`src/rtl/shift_pkg.sv`:
```
// Shared opcode encoding and default illegal-op result for the shift pipeline.
package shift_pkg;

    typedef enum logic [2:0] {
        OP_SHL  = 3'b000,
        OP_SHR  = 3'b001,
        OP_ASHL = 3'b010,
        OP_ASHR = 3'b011,
        OP_ROL  = 3'b100,
        OP_ROR  = 3'b101
    } shift_op_e;

    localparam logic [7:0] DEFVAL_DEFAULT = 8'h42;

endpackage

```
`src/rtl/shift_core.sv`:
```
// Combinational shift/rotate datapath operating on an already-extended operand.
module shift_core
    import shift_pkg::*;
#(
    parameter int unsigned SHW    = 4,
    parameter int unsigned RW     = 8,
    parameter logic [RW-1:0] DEFVAL = RW'(DEFVAL_DEFAULT)
) (
    input  logic [RW-1:0]  ext,
    input  logic [SHW-1:0] amt,
    input  logic [2:0]     op,
    input  logic           a_signed,
    output logic [RW-1:0]  result,
    output logic           illegal
);

    logic [31:0]     amt_w;
    logic [31:0]     rot;
    logic            big;
    logic            sign;
    logic [2*RW-1:0] dbl;

    always_comb begin
        amt_w   = 32'(amt);
        big     = (amt_w >= RW);
        rot     = amt_w % RW;
        sign    = a_signed & ext[RW-1];
        dbl     = {ext, ext};
        result  = '0;
        illegal = 1'b0;
        case (shift_op_e'(op))
            OP_SHL, OP_ASHL: result = big ? '0 : (ext << amt);
            OP_SHR:          result = big ? '0 : (ext >> amt);
            OP_ASHR: begin
                // Unsigned operands get a logical fill; oversized amounts saturate to the fill value.
                if (big)
                    result = {RW{sign}};
                else if (a_signed)
                    result = $signed(ext) >>> amt;
                else
                    result = ext >> amt;
            end
            OP_ROL:  result = RW'(dbl >> (RW - rot));
            OP_ROR:  result = RW'(dbl >> rot);
            default: begin
                result  = DEFVAL;
                illegal = 1'b1;
            end
        endcase
    end

endmodule

```
`src/rtl/shift_unit_pipe.sv`:
```
// Two-stage shift unit: S1 captures and extends the request, S2 holds the computed result.
module shift_unit_pipe
    import shift_pkg::*;
#(
    parameter int unsigned   WIDTH  = 4,
    parameter int unsigned   SHW    = 4,
    parameter int unsigned   RW     = 8,
    parameter logic [RW-1:0] DEFVAL = RW'(DEFVAL_DEFAULT)
) (
    input  logic             clk,
    input  logic             rst,
    input  logic             in_valid,
    output logic             in_ready,
    input  logic [2:0]       op,
    input  logic [WIDTH-1:0] a,
    input  logic             a_signed,
    input  logic [SHW-1:0]   amt,
    output logic             out_valid,
    input  logic             out_ready,
    output logic [RW-1:0]    result,
    output logic             err
);

    logic             s1_valid_q;
    logic [RW-1:0]    s1_ext_q;
    logic [SHW-1:0]   s1_amt_q;
    logic [2:0]       s1_op_q;
    logic             s1_signed_q;

    logic             out_valid_q;
    logic [RW-1:0]    result_q;
    logic             err_q;

    logic [RW-1:0]    ext_d;
    logic [RW-1:0]    result_d;
    logic             illegal_d;
    logic             s2_free;
    logic             accept;

    // S2 can take a new entry when empty or when its current entry leaves this cycle.
    assign s2_free  = !out_valid_q || out_ready;
    assign in_ready = !s1_valid_q || s2_free;
    assign accept   = in_valid && in_ready;
    assign ext_d    = a_signed ? RW'($signed(a)) : RW'(a);

    shift_core #(
        .SHW    (SHW),
        .RW     (RW),
        .DEFVAL (DEFVAL)
    ) u_core (
        .ext      (s1_ext_q),
        .amt      (s1_amt_q),
        .op       (s1_op_q),
        .a_signed (s1_signed_q),
        .result   (result_d),
        .illegal  (illegal_d)
    );

    always_ff @(posedge clk or posedge rst) begin
        if (rst) begin
            s1_valid_q  <= 1'b0;
            s1_ext_q    <= '0;
            s1_amt_q    <= '0;
            s1_op_q     <= '0;
            s1_signed_q <= 1'b0;
        end else if (in_ready) begin
            s1_valid_q <= in_valid;
            if (accept) begin
                s1_ext_q    <= ext_d;
                s1_amt_q    <= amt;
                s1_op_q     <= op;
                s1_signed_q <= a_signed;
            end
        end
    end

    always_ff @(posedge clk or posedge rst) begin
        if (rst) begin
            out_valid_q <= 1'b0;
            result_q    <= '0;
            err_q       <= 1'b0;
        end else if (s2_free) begin
            out_valid_q <= s1_valid_q;
            if (s1_valid_q) begin
                result_q <= result_d;
                if (illegal_d)
                    err_q <= 1'b1;
            end
        end
    end

    assign out_valid = out_valid_q;
    assign result    = result_q;
    assign err       = err_q;

endmodule

```
`config.mk`:
```
export PLATFORM = sky130hd
export DESIGN_NAME = shift_unit_pipe
export DESIGN_NICKNAME = d
export VERILOG_FILES = /design/src/rtl/shift_pkg.sv /design/src/rtl/shift_core.sv /design/src/rtl/shift_unit_pipe.sv
export SDC_FILE = /design/constraint.sdc
export NUM_CORES = 1
export LEC_CHECK = 0
export ABC_AREA = 1
export BUFFER_PORTS_ARGS = -buffer_cell sky130_fd_sc_hd__clkbuf_2
export CAP_MARGIN = 20
export CORE_UTILIZATION = 50
export DETAILED_ROUTE_END_ITERATION = 10
export GPL_ROUTABILITY_DRIVEN = 0
export PLACE_DENSITY = 0.77
export REMOVE_ABC_BUFFERS = 1
export SYNTH_ARGS = -nofsm -noshare
export SYNTH_HDL_FRONTEND = slang
export SYNTH_HIERARCHICAL = 1
export SYNTH_SLANG_ARGS = --single-unit
```
`constraint.sdc`:
```
create_clock -name clk -period 1.95 [get_ports clk]
set_clock_uncertainty 0.2 [all_clocks]
set_input_delay 0.2925 -clock clk [delete_from_list [all_inputs] [get_ports clk]]
set_output_delay 0.2925 -clock clk [all_outputs]
set_load 0.01 [all_outputs]
```
[Yosys cells after proc, flatten, opt, wreduce, memory -nomap -nowiden]
Index checks and enable logic that the tools add are counted.
Storage, ports and cells
  bits in registers: 27
  latch bits: 0
  memory bits (writable): 0
  memory bits (read-only): 0
  input bits: 16
  output and inout bits: 11
  word-level logic and storage cells: 39
  memories: 0
Cells by class
  add/sub/neg operators: 1
  $mul: 0
  divide/modulo/power cells: 0
  magnitude comparators: 1
  eq/ne operators: 5
  shift operators: 5
  multiplexer cells: 6
  bitwise operators: 2
  reduce and logical (&&, ||, !) cells: 11
Operators by type and width (number)
  8-bit two-way mux: 5
  8-bit one-hot mux with 5 select lines: 1
  16-bit by 32-bit >> shifter with 8-bit output: 1
  16-bit by 3-bit >> shifter with 8-bit output: 1
  8-bit by 4-bit left shift with 8-bit output: 1
  8-bit by 4-bit >> shifter with 8-bit output: 1
  8-bit by 4-bit >>> shifter with 8-bit output: 1
  3-bit by 2-bit equality test with 1-bit output (second input constant): 2
  3-bit equality test (second input constant): 2
  6-bit OR reduction: 1
  4-bit by 3-bit subtractor with 5-bit output (first input constant): 1
  4-bit greater-or-equal comparator (second input constant): 1
  2-bit AND reduction: 2
  3-bit by 1-bit equality test with 1-bit output (second input constant): 1
  3-bit zero test: 1
  3-bit AND reduction: 1
  1-bit zero test: 2
  1-bit logical OR: 2
  2-bit OR reduction: 1
  1-bit bitwise AND: 1
  1-bit logical AND: 1
  1-bit NOT: 1

[Depth between registers and ports, before layout]
Gate-level depths: netlist of the first run.
  depth after elaboration: 5
  gate-level depth with buffers: 16

[Cells and area by module]
The synthesis of the first run kept the hierarchy.
Modules (own cells, without submodules)
  shift_core: instances 1, cells an instance 274, area each 1256.2 um^2, seq. area each 0.0 um^2
  shift_unit_pipe: instances 1, cells an instance 103, area each 985.9 um^2, seq. area each 600.6 um^2

[Least setup slack after synthesis of the first run]
No wires, ideal clock.
  kind: register -> register
  start: register s1_amt_q[1]
  end: register result_q[4] (netlist: result[4])
  data arrival time: 1.779 ns
  slack: -0.145 ns
  cell stages (with the launch flop): 15
  path buffers: 2
  period minus slack after synthesis: 2.095 ns
  path through: dfrtp_1 inv_1 buf_2 ha_1 nand2_4 nand2_4 buf_6 nand2_1 o21ai_1 nand2_1 nand2_1 nand2_1 nand2_1 nand3_1 nand2_1
On the way
  cells in the longest elaborated chain, start to end: 4
  elaborated cells between the ends (all ways): 12
  those cells by class: 1 x add/sub; 1 x order compare; 5 x shift; 5 x mux
Ends and longest elaborated chain
  start: declaration: RTL line shift_unit_pipe.sv:26  | logic [SHW-1:0] s1_amt_q;
  start signal: assignment: RTL line shift_unit_pipe.sv:70  | s1_amt_q <= amt;
  branches (longest 3 deep; another with 4-bit by 3-bit subtractor with 5-bit output)
  8-bit one-hot mux with 5 select lines (*): RTL line shift_core.sv:31  | case (shift_op_e'(op))
  via result_d[4]: RTL line shift_unit_pipe.sv:35  | logic [RW-1:0] result_d;
  end signal: assignment: RTL line shift_unit_pipe.sv:85  | result_q <= result_d;
  end: declaration: RTL line shift_unit_pipe.sv:31  | logic [RW-1:0] result_q;
Mark *: on every way through the listed nets, which the timed path passes.
A chain may end at the register's enable or synchronous reset.

[Final worst setup path of the first run]
  start: register s1_op_q[2]
  end: register result_q[1] (netlist: result[1])
On the way
  cells in the longest elaborated chain, start to end: 3
  elaborated cells between the ends (all ways): 8
  those cells by class: 5 x eq/ne; 1 x mux; 2 x reduce/logical
Ends and longest elaborated chain
  start: declaration: RTL line shift_unit_pipe.sv:27  | logic [2:0] s1_op_q;
  start signal: assignment: RTL line shift_unit_pipe.sv:71  | s1_op_q <= op;
  3-bit by 2-bit equality test with 1-bit output or 3-bit zero test (tied branches): RTL line shift_core.sv:31
  2-bit OR reduction: RTL line shift_core.sv:31
  8-bit one-hot mux with 5 select lines (*): RTL line shift_core.sv:31
  via result_d[1]: RTL line shift_unit_pipe.sv:35
The timed path passes the listed nets; every way through them passes the cells marked *.

==> results of run 1 <==
==> final cells by class <==
cell class                 count  area, µm²  area share [%]
inverter                      34        128            4.85
multi-input combinational    306       1480            56.2
sequential                    24        604            23.0
clock buffer                   4       55.1            2.09
tap                           50       62.6            2.38
timing repair buffer          42        303            11.5
==> cell usage in the layout, fill, tap and decap left out, types with 5 or more instances in the layout <==
cell type  instances
inv_1             31
nor2_1            15
a21oi_1           10
buf_4             11
o21ai_0            7
dfrtp_1           21
nor2_2             6
nand2_1          157
nand3_1           77
nand2_2            5
clkbuf_2          26
==> routing by layer <==
metal / vias up / global-route usage (%)
met1: 1118 / 34.4
li1: 1288 / -
met4: 0 / 12.2
met2: 164 / 44.9
met5: - / 0
met3: 22 / 4.93
==> registers in the layout, indices dropped and copies added, names as in the netlist <==
name,cells
s1_ext_q,5
out_valid,1
s1_op_q,3
s1_amt_q,4
err,1
result,8
s1_valid_q,1
s1_signed_q,1
==> metrics by stage <==
step / total power [W] / cells / TNS [ns] / hold slack, ns
floorplan: 0.00154 / 364 / -1.91 / 0.107
global placement: 0.00192 / 454 / 0 / 0.129
detailed placement: 0.00194 / 454 / 0 / 0.134
CTS: 0.00228 / 459 / 0 / 0.0489
global route: 0.00258 / 460 / -0.0788 / 0.0515
finish: 0.00237 / 460 / 0 / 0.0437
==> worst paths after layout <==
kind / from / endpoint / slack [ns] / cells after the start
max: s1_op_q[2] / result[1] / 0.04 / 8
min: op[0] / s1_op_q[0] / 0.04 / 3
max reg2reg: s1_op_q[2] / result[1] / 0.04 / 8
min reg2reg: result[2] / result[2] / 0.27 / 2
max in group asynchronous: rst / s1_op_q[0] / 0.91 / 4
min in group asynchronous: rst / s1_amt_q[2] / 0.39 / 4
==> logic make-up (layout without fill, tap and decap cells) <==
family / after synthesis / count (layout) / synth area share, %
AO/OA/AOI/OAI: 29 / 29 / 7.20
adder cells (fa/ha/maj): 1 / 1 / 0.558
buffers and inverters: 47 / 80 / 9.99
flip-flops: 24 / 24 / 26.8
AND/OR/NAND/NOR: 276 / 276 / 55.5
==> worst register-to-register path, stage by stage (launching register included) <==
cell     delay (ns)
dfrtp_2        0.49
nor2_1         0.28
nor2_1         0.13
nor2_1         0.19
o21ai_0        0.14
a21oi_1        0.14
nand3_1        0.09
nand3_1        0.09
nand2_1        0.05
==> power by group <==
part | internal (W) | switching (W)
Combinational | 0.000485 | 0.000821
Clock | 0.000180 | 0.000153
Sequential | 0.000611 | 0.000115
==> what timing repair did <==
action                                 CTS  global route
setup buffers                            0             1
setup endpoints to repair                0             8
gates resized for setup                  0            20
endpoints found under the hold margin   24             0
hold buffers                             1             0
==> out/metrics.cfg, run 1 <==
[run_status]
status = complete, no violations

[synth]
syn_avg_cell_area_um2 = 5.95
synth_top_cells_by_count = nand2_1, nand3_1, inv_1
yosysTopAreaCell = dfrtp_1
async_flop_share_pct = 100
synth-edff-count = 0
ys_ff_latch = 24
yosys-top-cells-area = dfrtp_1, nand2_1, nand3_1, inv_1, nor2_1
syn_inst = 377
synthMostInstantiatedCell = nand2_1
ys.flop_type = dfrtp_1
syn_area_mm2 = 0.00224
ys_seq_area_share_pct = 26.8
yosysWarnings = 6
ys_types = 27
yosys.area.top_type_share_pct = 26.8

[sta]
fin_crit_sh_pct = 98.0
timing_hold_violations_final = 0
final_max_slew_viol_count = 0
min_period_ns = 1.91
setup_viol = 0
fmax_mhz = 524
relSlewSlack_pct = 79.2
worst_slew_pin_slew_ns = 0.312
rsz0062_at_grt = yes
fin_ws_ns = 0.0398

[drt]
highest_layer = met4
num_vias = 2592
route.met2.wl_um = 2860
drt_first_pass_iters = 6
wl_um = 6130
drtIter0Drc = 256
routedWlPerCell_um = 13.3
met1_length_um = 2580
drc_errors = 0
antenna_left = 0
met3_wirelength_um = 448
routed_via_density = 5.63

[die]
io_pins = 27
die-height_um = 69.0
initial_core_util_pct = 54.1
fp.dieW_um = 69.0
core_mm2 = 0.00414
rows = 23
dieArea_mm2 = 0.00476

[global_routing]
grt_usage_pct = 27.3
grt_max_degree = 25
grt_pass1_vias = 2175
grt_pass1_wl_um = 9670
grt-ovfl-total = 0
antenna_found_initial = 0

[critical_path]
path_cells = nor2_1, nor2_1, nor2_1, o21ai_0, a21oi_1, nand3_1, nand3_1, nand2_1
critPathKind = reg -> reg
start_kind = flop
cp-end-kind = flop
crit_family = simple AND/OR/NAND/NOR gates
crit_fanout = 8
critPathMaxStageDelay_ns = 0.49
critPathBufInv = 0
required_ns = 1.91
critPathArrivalTime_ns = 1.87
critical_path.slowest_cell = dfrtp_2
cpMostUsedCell = nor2_1

[clock_tree]
cts_root_buf = clkbuf_8
clockBufferDepth = 2
cts_made_buffers = 3
clkTransAtPathRegs_ns = 0.08
htreeDepth = 1
clkLatencyLatePin_ns = 0.27
cts_tree = built
cts_sinks = 24

[power]
p_leak_nw = 1.47
power_density_mw_per_mm2 = 899
ir_drop_mv = 0.497

[job]
drv_cap = 0

[finish]
stdcell_area_mm2 = 0.00263
diodes = 0
drive_gt1_share_pct = 18.5
final_nets = 428
final_util_pct = 63.5
fill_cells = 401
syn_to_final_growth_pct = 17.4

[placement]
post-place-ws_ns = 0.0265
hpwlAfterDp_um = 4710
dpl_cell_area_mm2 = 0.00248
io_buffers = 26

[min_path]
hold_path.class = in -> reg

Power figures use the tool's default switching activity.
==> run 2: changes to the inputs <==
PLACE_DENSITY = 0.78   (was 0.77)
SYNTH_HIERARCHICAL = default   (was 1)
==> run 2 against run 1 <==
Net effect:
- the run now ends with hold timing left
- non-clock buffer count up 3
- routed wire length decreased by 12%
- sequential share of layout area increased by 3.0 points
- register-to-register slack better by 0.10 ns
- sequential power shrank 4.3%
- critical path depth is 4 higher
- count of clock-buffer cells in the layout stayed put
- flip-flop and latch count unchanged
- global-route usage is 1.2 points higher
- hold slack got worse by 0.044 ns
- core utilization shrank 1.1 points
==> out/metrics.cfg, run 2 <==
[die]
core_mm2 = 0.00372  ; -10%
initial_core_util_pct = 52.9  ; -1.2 points
io_pins = 27  ; unchanged
dieArea_mm2 = 0.00419  ; -12%
fp.dieW_um = 64.7  ; -6.2%
die-height_um = 64.7  ; -6.2%
rows = 22  ; -4.3%

[drt]
routedWlPerCell_um = 13.4  ; +0.72%
routed_via_density = 5.58  ; -1.0%
drt_first_pass_iters = 6  ; unchanged
antenna_left = 0  ; unchanged
drtIter0Drc = 178  ; -30%
wl_um = 5400  ; -12%
num_vias = 2242  ; -14%
drc_errors = 0  ; unchanged

[clock_tree]
cts_made_buffers = 3  ; unchanged
postCtsSetupBuffers = 0  ; unchanged
clockBufferDepth = 2  ; unchanged
cts_sinks = 24  ; unchanged
cts_root_buf = clkbuf_8
clkLatencyLatePin_ns = 0.28  ; about the same
htreeDepth = 1  ; unchanged
cts_tree = built
clkTransAtPathRegs_ns = 0.10  ; +0.02 ns

[finish]
diodes = 0  ; unchanged
stdcell_count = 402  ; -13%
final_nets = 372  ; -13%
largest_reg_flops = 8  ; unchanged
syn_to_final_growth_pct = 18.1
final_cell_mix = nand2_1, nand3_1, inv_1, clkbuf_2, dfrtp_1
stdcell_area_mm2 = 0.00232  ; -12%
drive_gt1_share_pct = 20.1  ; +1.5 points
final_common_cell = nand2_1

[sta]
worst_slew_pin_slew_ns = 0.499  ; +0.187 ns
final_max_slew_viol_count = 0  ; unchanged
timing_hold_violations_final = 1  ; +1
relSlewSlack_pct = 66.7  ; -13 points
fin_crit_sh_pct = 92.7  ; -5.2 points
setup_viol = 0  ; unchanged
fmax_mhz = 553  ; +5.6%
rsz0062_at_grt = yes
min_period_ns = 1.81  ; -0.102 ns
fin_ws_ns = 0.142  ; +0.102 ns
hold_ws_ns = -0.000299  ; -0.0440 ns

[power]
p_leak_nw = 1.28  ; -13%
p_total_w = 0.00215  ; -9.3%
ir_drop_mv = 0.409  ; -18%
power_density_mw_per_mm2 = 925  ; +2.9%

[critical_path]
critPathBufInv = 2  ; +2
r2r-end = result[5]
crit_fanout = 6  ; -2
critPathKind = reg -> reg
path_cells = inv_1, ha_1, inv_1, nand2_2, nand2_4, nand2_1, nand3_1, nand2_1, nand2_1, nand2_1, nand2_1, nand2_1
cp-end-kind = flop
required_ns = 1.92  ; about the same
start_kind = flop
critPathArrivalTime_ns = 1.78  ; -0.09 ns
r2r_start = s1_amt_q[0]
critical_path.slowest_cell = dfrtp_1
r2r_cells = 12  ; +4
cpMostUsedCell = nand2_1
crit_family = simple AND/OR/NAND/NOR gates
critPathMaxStageDelay_ns = 0.36  ; -0.13 ns
ff2ff_setup_slack_ns = 0.14  ; +0.10 ns

[synth]
yosys.area.top_type_share_pct = 30.6  ; +3.8 points
synth-edff-count = 0  ; unchanged
ys_types = 29  ; +7.4%
yosys-top-cells-area = dfrtp_1, nand2_1, nand3_1, o21ai_0, inv_1
ys.flop_type = dfrtp_1
syn_inst = 313  ; -17%
syn_avg_cell_area_um2 = 6.28  ; +5.6%
yosysTopAreaCell = dfrtp_1
ys_ff_latch = 24  ; unchanged
async_flop_share_pct = 100  ; unchanged
syn_area_mm2 = 0.00197  ; -12%
synth_top_cells_by_count = nand2_1, nand3_1, inv_1
yosysWarnings = 0  ; -6
ys_seq_area_share_pct = 30.6  ; +3.8 points
synthMostInstantiatedCell = nand2_1

[global_routing]
grt_pass1_wl_um = 9180  ; -5.1%
grt-ovfl-total = 0  ; unchanged
grt_pass1_vias = 2031  ; -6.6%
grt_usage_pct = 28.5  ; +1.2 points
grt_max_degree = 25  ; unchanged
antenna_found_initial = 0  ; unchanged

[min_path]
hp-start = a[0]
hold_end = s1_ext_q[0]
hold_path.class = in -> reg
hold_path_depth = 3  ; unchanged

[placement]
dpl_cell_area_mm2 = 0.00224  ; -9.7%
post-place-ws_ns = 0.136  ; +0.110 ns
io_buffers = 26  ; unchanged
hpwlAfterDp_um = 4190  ; -11%
dp.cells = 397  ; -13%

[run_status]
violations = hold timing
status = complete, but fails checks

[job]
drv_cap = 0  ; unchanged

## run 2: changes by cell type after synthesis, sizes merged, moves of 2 or more
| cell | change |
|---|---|
| inv | -6 |
| a21oi | -2 |
| o211ai | -2 |
| o21ai | +15 |
| nand2 | -31 |
| nand3 | -35 |
| clkinv | +2 |
| buf | -5 |
## run 2: what timing repair did
action / 4_1_cts / 5_1_grt
setup endpoints to repair: 0 / 5
endpoints found under the hold margin: 24 / 0
resized for setup: 0 / 6
hold buffers: 1 / 0
## run 2: worst min-delay path: cells and delay by family
| family | cells | cell delay, ns |
|---|---|---|
| AND/OR/NAND/NOR | 2 | 0.08 |
| buffers and inverters | 1 | 0.07 |
## run 2: report_power, final
part           total, W  switching [W]  internal, W
Clock          0.000358       0.000177     0.000181
Combinational   0.00109       0.000695     0.000398
Sequential     0.000695      0.0000927     0.000602
Total           0.00215       0.000965      0.00118
## run 2: per-stage QoR
step / setup TNS, ns / util [%] / hold WS [ns]
2_1_floorplan: 0 / - / 0.107
3_3_place_gp: 0 / 60.3 / 0.132
3_5_place_dp: 0 / 60.3 / 0.150
4_1_cts: 0 / 62.0 / 0.00701
5_1_grt: -0.00651 / 62.5 / 0.00491
6_report: 0 / 62.5 / -0.000299
## run 2: routing by layer
metal  share of wire (%)  wire length (µm)  GRT usage [%]  up-vias
met5                   0                 0              0        -
met4                 4.5               245           13.6        0
met3                 7.5               407           7.04       37
met2                  45              2430           44.4      113
met1                  43              2310           36.8      994
li1                    -                 -              -     1098
## run 2: area by class of cell
type | instances | area, µm²
Clock buffer | 4 | 55.1
Fill cell | 373 | 1400
Timing Repair Buffer | 45 | 279
Sequential cell | 24 | 602
Inverter | 30 | 118
Multi-Input combinational cell | 251 | 1210
Tap cell | 48 | 60.1
## run 2: cells by family (layout without fill, tap and decap cells)
group / after synthesis / in the layout / synth area share (%)
compound gates: 40 / 40 / 10.9
fa+ha+maj: 1 / 1 / 0.636
buf+inv: 38 / 79 / 8.59
flops: 24 / 24 / 30.6
simple gates: 210 / 210 / 49.3
## run 2: worst max-delay path by stage
stage / start / depth (start not counted) / slack, ns / endpoint
5_1_grt: s1_amt_q[0] / 12 / -0.007 / result[5]
4_1_cts: s1_amt_q[1] / 11 / 0.09 / result[3]
6_report: s1_amt_q[0] / 12 / 0.14 / result[5]
2_1_floorplan: s1_amt_q[0] / 12 / 0.01 / result[5]
3_3_place_gp: s1_amt_q[0] / 9 / 0.15 / result[0]
3_5_place_dp: s1_amt_q[1] / 11 / 0.14 / result[3]
==> run 3: changes to the inputs <==
RECOVER_POWER = 25   (was default)
clock period = 1.6 ns   (was 1.95 ns; I/O delays follow)
==> run 3 against run 2 <==
Net effect:
- the flow finishes with violations (setup timing)
- largest power group unchanged
- global-route usage grew 4.6 points
- flip-flop and latch count is the same
- clock power grew 20%
- via count grew 12%
==> out/metrics.cfg, run 3 (synthesis gave the netlist of run 2 again) <==
[critical_path]
crit_fanout = 9  ; +3
crit_family = simple AND/OR/NAND/NOR gates
cpMostUsedCell = nand2_1
required_ns = 1.57  ; -0.35 ns
critPathMaxStageDelay_ns = 0.40  ; +0.04 ns
critPathArrivalTime_ns = 1.73  ; -0.05 ns
r2r_start = s1_amt_q[0]
cp-startpoint = s1_amt_q[0]
critPathKind = reg -> reg
path_cells = buf_4, o21ai_1, buf_4, nand3_1, nand2_1, nand2_1, nand3_1, nand2_1, nand2_1, nand2_1
critical_path.slowest_cell = dfrtp_1
cp-end-kind = flop
start_kind = flop
critPathBufInv = 2  ; unchanged

[power]
power_density_mw_per_mm2 = 1070  ; +16%
p_sw_w = 0.00135  ; +40%
pwr-share-clk_pct = 14.3  ; -2.4 points
internal_power_w = 0.00165  ; +40%
swShare_pct = 45.0  ; +0.083 points
p_seq_share_pct = 28.7  ; -3.7 points
ir_drop_mv = 0.741  ; +81%
pwr-share-comb_pct = 57.0  ; +6.1 points
p_leak_nw = 1.47  ; +15%

[placement]
io_buffers = 26  ; unchanged
dpl_cell_area_mm2 = 0.00240  ; +7.4%
hpwlAfterDp_um = 4490  ; +7.3%
post-place-ws_ns = -0.184  ; -0.320 ns

[sta]
timing_hold_violations_final = 0  ; -1
worst_slew_pin_slew_ns = 0.621  ; +0.122 ns
fmax_mhz = 570  ; +3.1%
final_max_slew_viol_count = 0  ; unchanged
relSlewSlack_pct = 58.6  ; -8.1 points
min_period_ns = 1.75  ; -0.0547 ns
fin_ws_ns = -0.154  ; -0.295 ns
fin_crit_sh_pct = 110  ; +17 points
rsz0062_at_grt = yes
setup_viol = 8  ; +8

[run_status]
status = complete, but fails checks
violations = setup timing

[global_routing]
grt-ovfl-total = 0  ; unchanged
grt_usage_pct = 33.1  ; +4.6 points
grt_pass1_vias = 2391  ; +18%
grt_max_degree = 25  ; unchanged
grt_pass1_wl_um = 10700  ; +17%
antenna_found_initial = 0  ; unchanged

[finish]
drive_gt1_share_pct = 35.1  ; +15 points
fill_cells = 291  ; -22%
stdcell_area_mm2 = 0.00281  ; +21%
syn_to_final_growth_pct = 42.7
final_common_cell = nand2_1
multi_input_area_mm2 = 0.00134  ; +11%
diodes = 0  ; unchanged
largest_reg_flops = 8  ; unchanged
seq_area_um2 = 606  ; +0.62%
final_cell_mix = nand2_1, buf_4, nand3_1
final_nets = 414  ; +11%

[drt]
antenna_left = 0  ; unchanged
num_vias = 2507  ; +12%
routed_via_density = 5.65  ; +1.2%
wl_um = 6680  ; +24%
drtIter0Drc = 232  ; +30%
drt_first_pass_iters = 5  ; -1
routedWlPerCell_um = 15.0  ; +12%
drc_errors = 0  ; unchanged

[min_path]
hold_path.class = in -> reg
hp-start = amt[0]

[clock_tree]
cts_sinks = 24  ; unchanged
cts_tree = built
cts_made_buffers = 3  ; unchanged
clkLatencyLatePin_ns = 0.27  ; about the same
cts_root_buf = clkbuf_8
clockBufferDepth = 2  ; unchanged
htreeDepth = 1  ; unchanged
clkTransAtPathRegs_ns = 0.09  ; about the same

[die]
fp.dieW_um = 64.7  ; unchanged
rows = 22  ; unchanged
io_pins = 27  ; unchanged
initial_core_util_pct = 52.9  ; unchanged
core_mm2 = 0.00372  ; unchanged
die-height_um = 64.7  ; unchanged
dieArea_mm2 = 0.00419  ; unchanged

[job]
drv_cap = 0  ; unchanged

[run 3: worst paths after layout]
kind / slack [ns] / to / cells past startpoint
hold / removal: 0.007 / s1_amt_q[0] / 3
min in group asynchronous: 0.46 / out_valid / 4
setup / recovery: -0.15 / result[3] / 10
max in group asynchronous: 0.31 / s1_op_q[2] / 4
hold reg to reg: 0.28 / err / 2
setup reg to reg: -0.15 / result[3] / 10
[run 3: power groups by stage]
| stage | clock [W] | sequential, W | combinational [W] |
|---|---|---|---|
| floorplan | 0 | 0.000891 | 0.000820 |
| global placement | 0 | 0.000856 | 0.00140 |
| detailed placement | 0 | 0.000853 | 0.00142 |
| CTS | 0.000427 | 0.000853 | 0.00161 |
| global route | 0.000450 | 0.000874 | 0.00187 |
| finish | 0.000430 | 0.000861 | 0.00171 |
[run 3: through the flow]
stage | setup TNS [ns] | utilization [%] | total power, W | hold WS [ns] | cells
after floorplan | -2.41 | - | 0.00171 | 0.0546 | 305
after global placement | -0.865 | 64.7 | 0.00226 | 0.0763 | 419
after detailed placement | -1.07 | 64.7 | 0.00228 | 0.0868 | 419
after CTS | -0.631 | 73.5 | 0.00288 | 0.00258 | 440
after global routing | -1.77 | 75.5 | 0.00319 | 0.00645 | 444
final | -0.983 | 75.5 | 0.00300 | 0.00733 | 444
[run 3: repair_timing]
| item | 4_1_cts | 5_1_grt |
|---|---|---|
| gates resized for setup | 43 | 16 |
| hold buffers | 11 | 0 |
| pin swaps | 8 | 5 |
| buffers inserted | 5 | 1 |
| endpoints found under the setup margin | 8 | 20 |
| cloned | 1 | 3 |
| endpoints found under the hold margin | 34 | 0 |
[run 3: cell type report]
cell class	instances	area share, %
Sequential cell	24	21.6
Tap cell	48	2.14
Timing Repair Buffer	83	21.5
Multi-Input combinational cell	252	47.7
Inverter	30	4.33
Timing Repair inverter	3	0.803
Clock buffer	4	1.96
[run 3: metal layers]
layer	share of wire (%)	routed length [µm]	track usage, %	vias up
met4	3.8	257	14.4	0
met2	47	3150	55.2	152
met5	0	0	0	-
li1	-	-	-	1181
met1	40	2690	42.6	1143
met3	8.8	586	4.40	31
[run 3: worst reg2reg max path: stages (launching register included)]
cell and delay [ns]:
dfrtp_1 0.40, buf_4 0.17, o21ai_1 0.19, buf_4 0.16, nand3_1 0.08, nand2_1 0.12
nand2_1 0.06, nand3_1 0.10, nand2_1 0.07, nand2_1 0.06, nand2_1 0.04
